File: src/rtl/ram_arb_pkg.sv
// Shared types and helpers for the RAM address arbiter: FSM state encoding,
// default widths and a one-hot to index conversion.
package ram_arb_pkg;

    localparam int DEF_NUM_CH = 4;
    localparam int DEF_ADDR_W = 16;
    localparam int DEF_LEN_W  = 8;
    localparam int MAX_CH     = 8;

    typedef enum logic [1:0] {
        IDLE  = 2'd0,
        BURST = 2'd1,
        DONE  = 2'd2
    } arb_state_e;

    function automatic int onehot2idx(input logic [MAX_CH-1:0] oh);
        int idx;
        idx = 0;
        for (int i = 0; i < MAX_CH; i++) begin
            if (oh[i]) idx = i;
        end
        return idx;
    endfunction

endpackage

File: src/rtl/rr_arbiter.sv
// Combinational request arbiter: round-robin from ptr by default, or fixed
// lowest-index priority when RAM_ARB_FIXED_PRIO_EN is defined (ptr ignored).
module rr_arbiter
    import ram_arb_pkg::*;
#(
    parameter int  NUM_CH = DEF_NUM_CH,
    localparam int CH_W   = $clog2(NUM_CH)
) (
    input  logic [NUM_CH-1:0] req,
    input  logic [CH_W-1:0]   ptr,
    output logic [NUM_CH-1:0] gnt
);

    function automatic logic [NUM_CH-1:0] lowest_set(input logic [NUM_CH-1:0] v);
        return v & (~v + NUM_CH'(1));
    endfunction

`ifdef RAM_ARB_FIXED_PRIO_EN
    logic unused_ptr;
    assign unused_ptr = ^ptr;

    always_comb begin
        gnt = lowest_set(req);
    end
`else
    logic [NUM_CH-1:0] mask;
    logic [NUM_CH-1:0] req_hi;

    // Requests at or above the pointer win first; otherwise wrap to the lowest.
    always_comb begin
        mask = '0;
        for (int c = 0; c < NUM_CH; c++) begin
            mask[c] = (CH_W'(c) >= ptr);
        end
        req_hi = req & mask;
        gnt    = (|req_hi) ? lowest_set(req_hi) : lowest_set(req);
    end
`endif

endmodule

File: src/rtl/ram_addr_arbiter.sv
// Shares one RAM address port among NUM_CH requesters, issuing a registered
// burst of sequential addresses per grant. RAM_ARB_FIXED_PRIO_EN selects fixed priority.
module ram_addr_arbiter
    import ram_arb_pkg::*;
#(
    parameter int  NUM_CH = DEF_NUM_CH,
    parameter int  ADDR_W = DEF_ADDR_W,
    parameter int  LEN_W  = DEF_LEN_W,
    localparam int CH_W   = $clog2(NUM_CH)
) (
    input  logic                     Clk,
    input  logic                     Rst_n,
    input  logic [NUM_CH-1:0]        Req,
    input  logic [NUM_CH*ADDR_W-1:0] BaseAddr,
    input  logic [NUM_CH*LEN_W-1:0]  BurstLen,
    input  logic                     RamReady,
    output logic [NUM_CH-1:0]        Grant,
    output logic [NUM_CH-1:0]        Done,
    output logic                     RamEn,
    output logic [ADDR_W-1:0]        AddressToRAM,
    output logic [CH_W-1:0]          ActiveCh
);

    arb_state_e        state_q, state_d;
    logic [CH_W-1:0]   ptr_q, ptr_d;
    logic [NUM_CH-1:0] grant_q, grant_d;
    logic [NUM_CH-1:0] done_q, done_d;
    logic              ram_en_q, ram_en_d;
    logic [ADDR_W-1:0] addr_q, addr_d;
    logic [LEN_W-1:0]  rem_q, rem_d;
    logic [CH_W-1:0]   ach_q, ach_d;

    logic [NUM_CH-1:0] arb_gnt;
    logic [MAX_CH-1:0] gnt_ext;
    logic [CH_W-1:0]   win_idx;
    logic [ADDR_W-1:0] base_sel;
    logic [LEN_W-1:0]  len_sel;
    logic              accept;
    logic              owner_req;

    rr_arbiter #(
        .NUM_CH (NUM_CH)
    ) u_arb (
        .req (Req),
        .ptr (ptr_q),
        .gnt (arb_gnt)
    );

    // Winner's index and its base/length, picked straight from the one-hot grant.
    always_comb begin
        gnt_ext              = '0;
        gnt_ext[NUM_CH-1:0]  = arb_gnt;
        win_idx              = CH_W'(onehot2idx(gnt_ext));
        base_sel             = '0;
        len_sel              = '0;
        for (int i = 0; i < NUM_CH; i++) begin
            if (arb_gnt[i]) begin
                base_sel = BaseAddr[i*ADDR_W +: ADDR_W];
                len_sel  = BurstLen[i*LEN_W +: LEN_W];
            end
        end
    end

    assign accept    = ram_en_q & RamReady;
    assign owner_req = |(Req & grant_q);

    always_comb begin
        state_d  = state_q;
        ptr_d    = ptr_q;
        grant_d  = grant_q;
        done_d   = '0;
        ram_en_d = ram_en_q;
        addr_d   = addr_q;
        rem_d    = rem_q;
        ach_d    = ach_q;

        case (state_q)
            IDLE: begin
                grant_d  = '0;
                ram_en_d = 1'b0;
                ach_d    = '0;
                if (|Req) begin
                    grant_d = arb_gnt;
                    ach_d   = win_idx;
                    addr_d  = base_sel;
                    rem_d   = len_sel;
`ifdef RAM_ARB_FIXED_PRIO_EN
                    ptr_d   = '0;
`else
                    ptr_d   = (win_idx == CH_W'(NUM_CH - 1)) ? '0 : win_idx + CH_W'(1);
`endif
                    if (len_sel == '0) begin
                        state_d = DONE;
                        done_d  = arb_gnt;
                    end else begin
                        state_d  = BURST;
                        ram_en_d = 1'b1;
                    end
                end
            end

            BURST: begin
                // An owner dropping its request wins over a simultaneous final beat.
                if (!owner_req) begin
                    state_d  = IDLE;
                    grant_d  = '0;
                    ram_en_d = 1'b0;
                    ach_d    = '0;
                end else if (accept) begin
                    if (rem_q == LEN_W'(1)) begin
                        state_d  = DONE;
                        done_d   = grant_q;
                        ram_en_d = 1'b0;
                    end else begin
                        addr_d = addr_q + ADDR_W'(1);
                        rem_d  = rem_q - LEN_W'(1);
                    end
                end
            end

            DONE: begin
                state_d  = IDLE;
                grant_d  = '0;
                ram_en_d = 1'b0;
                ach_d    = '0;
            end

            default: begin
                state_d  = IDLE;
                grant_d  = '0;
                ram_en_d = 1'b0;
                ach_d    = '0;
            end
        endcase
    end

    always_ff @(posedge Clk or negedge Rst_n) begin
        if (!Rst_n) begin
            state_q  <= IDLE;
            ptr_q    <= '0;
            grant_q  <= '0;
            done_q   <= '0;
            ram_en_q <= 1'b0;
            addr_q   <= '0;
            rem_q    <= '0;
            ach_q    <= '0;
        end else begin
            state_q  <= state_d;
            ptr_q    <= ptr_d;
            grant_q  <= grant_d;
            done_q   <= done_d;
            ram_en_q <= ram_en_d;
            addr_q   <= addr_d;
            rem_q    <= rem_d;
            ach_q    <= ach_d;
        end
    end

    assign Grant        = grant_q;
    assign Done         = done_q;
    assign RamEn        = ram_en_q;
    assign AddressToRAM = addr_q;
    assign ActiveCh     = ach_q;

endmodule

File: config.mk
export PLATFORM = sky130hd
export DESIGN_NAME = ram_addr_arbiter
export DESIGN_NICKNAME = d
export VERILOG_FILES = /design/src/rtl/ram_arb_pkg.sv /design/src/rtl/rr_arbiter.sv /design/src/rtl/ram_addr_arbiter.sv
export SDC_FILE = /design/constraint.sdc
export NUM_CORES = 1
export LEC_CHECK = 0
export ABC_CLOCK_PERIOD_IN_PS = 2360
export BUFFER_PORTS_ARGS = -buffer_cell sky130_fd_sc_hd__buf_4
export CAP_MARGIN = 20
export CORE_UTILIZATION = 47
export CTS_CLUSTER_SIZE = 30
export DETAILED_ROUTE_END_ITERATION = 6
export MAX_ROUTING_LAYER = met4
export PLACE_DENSITY = 0.78
export SLEW_MARGIN = 0
export SYNTH_ARGS = -nofsm -noshare
export SYNTH_HDL_FRONTEND = slang
export SYNTH_SLANG_ARGS = --single-unit
File: constraint.sdc
create_clock -name Clk -period 2.36 [get_ports Clk]
set_input_delay 0.354 -clock Clk [delete_from_list [all_inputs] [get_ports Clk]]
set_output_delay 0.354 -clock Clk [all_outputs]
set_load 0.03 [all_outputs]
==> results.py <==
metrics = {
    "drt": {
        "drcViolationCount": 0,
        "totalWireLength_microns": 10200,
        "first_pass_iters": 6,
        "drt_iter0_drc": 314,
        "avgRoutedWirePerCell_microns": 19.4,
        "drtAntennaViolNets": 0,
        "vias": 3419,
        "routed_via_density": 6.51,
    },
    "cts": {
        "h-tree-depth": 2,
        "cts_sinks": 39,
        "clockBufferDepth": 2,
        "root_buffer": "clkbuf_8",
        "ctsResizeCount": 0,
        "cts_hold_buf": 0,
        "cts_buffers": 5,
        "clkLatencyLatePin_ps": 310,
        "post_cts_buffers": 0,
        "path_clk_slew_ps": 90,
        "cts_tree": "built",
    },
    "floorplan": {
        "die-area_sq_um": 6030,
        "rows": 27,
        "num_io_pins": 130,
        "die_x_microns": 77.7,
        "core_sq_um": 5510,
        "start_util_pct": 48.9,
        "die_y_microns": 77.7,
    },
    "run": {
        "maxCapViolations": 0,
    },
    "logic_synthesis": {
        "ys_seq_area_share_pct": 36.3,
        "synth-seq-cells": 39,
        "syn_area_sq_um": 2690,
        "syn_inst": 320,
        "ys_types": 46,
        "yosysWarnings": 0,
        "yosys.area_share.simple_pct": 19.9,
        "synth-xor-area-share_pct": 0,
        "synth_nets": 426,
        "synth_compound_area_share_pct": 37.6,
        "syn_avg_cell_area_sq_um": 8.41,
        "synth_edf_count": 0,
        "synthAdderAreaFrac_pct": 1.40,
        "muxShareOfSynthArea_pct": 0,
        "synth_top_family_by_area": "compound AO/OA/AOI/OAI gates",
        "ys.flop_type": "dfrtp_1",
        "async_flop_share_pct": 100,
    },
    "sta": {
        "period_share_pct": 94.9,
        "rsz0062_at_grt": "no",
        "worst_pin_slew_ps": 615,
        "whs_ps": -0.00377,
        "slew_viol_final": 0,
        "finalSetupTns_ps": 0,
        "min_period_ps": 2240,
        "finalSetupViolCount": 0,
        "clock_skew_ps": 14.2,
        "fin_ws_ps": 120,
        "fmax_mhz": 446,
        "hold_viol_final": 1,
        "relSlewSlack_pct": 58.7,
    },
    "finish": {
        "regArea_sq_um": 976,
        "layout.cells.non_filler": 525,
        "fillers": 457,
        "final_common_cell": "buf_4",
        "final_cell_mix": "buf_4, dfrtp_1, nand2_1, o21ai_0",
        "nets": 558,
        "areaGrowthSynthToFinish_pct": 46.7,
        "drive_gt1_share_pct": 35.1,
        "antennaDiodeCount": 0,
        "multi_input_area_sq_um": 1590,
    },
    "run_status": {
        "status": "finished, violations left",
        "violations": "negative hold slack",
    },
    "worst_setup_path": {
        "path_buf_inv": 0,
        "path_cells": "a211oi_1 -> o31a_1 -> a22oi_1 -> and2_1 -> and4_1 -> a32o_1",
        "crit_path_start_kind": "flip-flop",
        "crit_fanout": 8,
        "cp-end-kind": "flip-flop",
        "path_class": "reg -> reg",
        "crit_path_max_incr_delay_ps": 480,
        "reg2reg_slack_ps": 120,
        "worstPathArrival_ps": 2440,
        "path_delay_family": "compound AO/OA/AOI/OAI gates",
        "required_ps": 2560,
        "cpMaxStageDelayCell": "dfrtp_1",
    },
    "place": {
        "gp_routability_congestion": 1.00,
        "post-place-cells": 517,
        "post-place-ws_ps": 244,
        "hpwlAfterDp_microns": 7740,
        "port_buffers": 129,
    },
    "pwr": {
        "pwr_density_cell_nw_per_um2": 1300,
        "total_power_mw": 5.14,
        "peakVddDrop_uv": 689,
        "leakage_nw": 1.80,
    },
    "global_routing": {
        "grt_first_pass_wirelength_microns": 15800,
        "grt_max_degree": 40,
        "track_usage_pct": 34.6,
        "antenna_found_initial": 0,
        "grt.overflow.total": 0,
        "grt_pass1_vias": 3299,
    },
    "min_path": {
        "hp-class": "in -> async",
    },
}
## cells by family (layout without fill, tap and decap cells)
logic type      after synthesis  in the layout
compound gates              136            136
simple gates                110            110
flops                        39             39
buf+inv                      32            165
fa+ha+maj                     3              3
## power by group
part	internal, mW	switching, mW	total (mW)
Sequential	0.977	0.383	1.36
Combinational	1.27	1.80	3.07
Clock	0.430	0.278	0.708
Total	2.68	2.46	5.14
## final cells by class
cell class	count	share of cell area, %
Tap cell	72	2.28
Sequential cell	39	24.7
Multi-Input combinational cell	249	40.2
Clock inverter	3	1.81
Inverter	7	0.666
Clock buffer	5	1.74
Timing Repair Buffer	150	28.5
## state kept, by name, summed over array words and instances, names as in the netlist
register      count
Done              4
rem_q             8
ptr_q             2
state_q           2
ActiveCh          2
RamEn             1
AddressToRAM     16
Grant             4
## worst paths after layout
check / cells after the start / from / endpoint
max in group asynchronous: 1 / Rst_n / AddressToRAM[15]
worst min register to register: 2 / ActiveCh[0] / ActiveCh[0]
worst max-delay path: 6 / ptr_q[0] / Done[3]
worst min-delay path: 1 / Rst_n / Grant[2]
min in group Clk: 2 / BaseAddr[62] / AddressToRAM[14]
worst max register to register: 6 / ptr_q[0] / Done[3]
## per-stage QoR
step                cell area, sq um  utilization, %
finish                          3950            71.7
global route                    3950            71.7
CTS                             3950            71.7
detailed placement              3810            69.1
global placement                3810            69.1
floorplan                       2690               -
## metal layers
layer	track usage [%]	wire length, microns	vias to the layer above
li1	-	-	1545
met1	40.5	3750	1612
met2	60.1	5160	238
met3	4.94	1080	24
met4	12.8	196	0
met5	-	0	-
## synth_stat cells (all sizes together), types with 4 or more instances
master / count / share of area, %
nand3: 13 / 2.4
nor2: 17 / 2.4
o21ai: 34 / 6.3
nor2b: 4 / 0.93
nor3: 13 / 2.4
buf: 9 / 1.7
and3: 5 / 1.2
nand4: 4 / 0.93
a31oi: 4 / 0.93
clkbuf: 16 / 2.2
a32o: 6 / 2.2
nand2: 37 / 5.2
o311ai: 6 / 2.0
a221oi: 9 / 2.9
a22oi: 6 / 1.7
a21boi: 4 / 1.1
a221o: 5 / 1.9
a211o: 6 / 2.0
and2: 4 / 0.93
dfrtp: 39 / 36
a21oi: 15 / 2.8
a222oi: 17 / 6.3
nor4: 5 / 1.2
inv: 7 / 0.98
a21o: 6 / 1.7
Note: power is estimated with default switching activity, not from simulation.
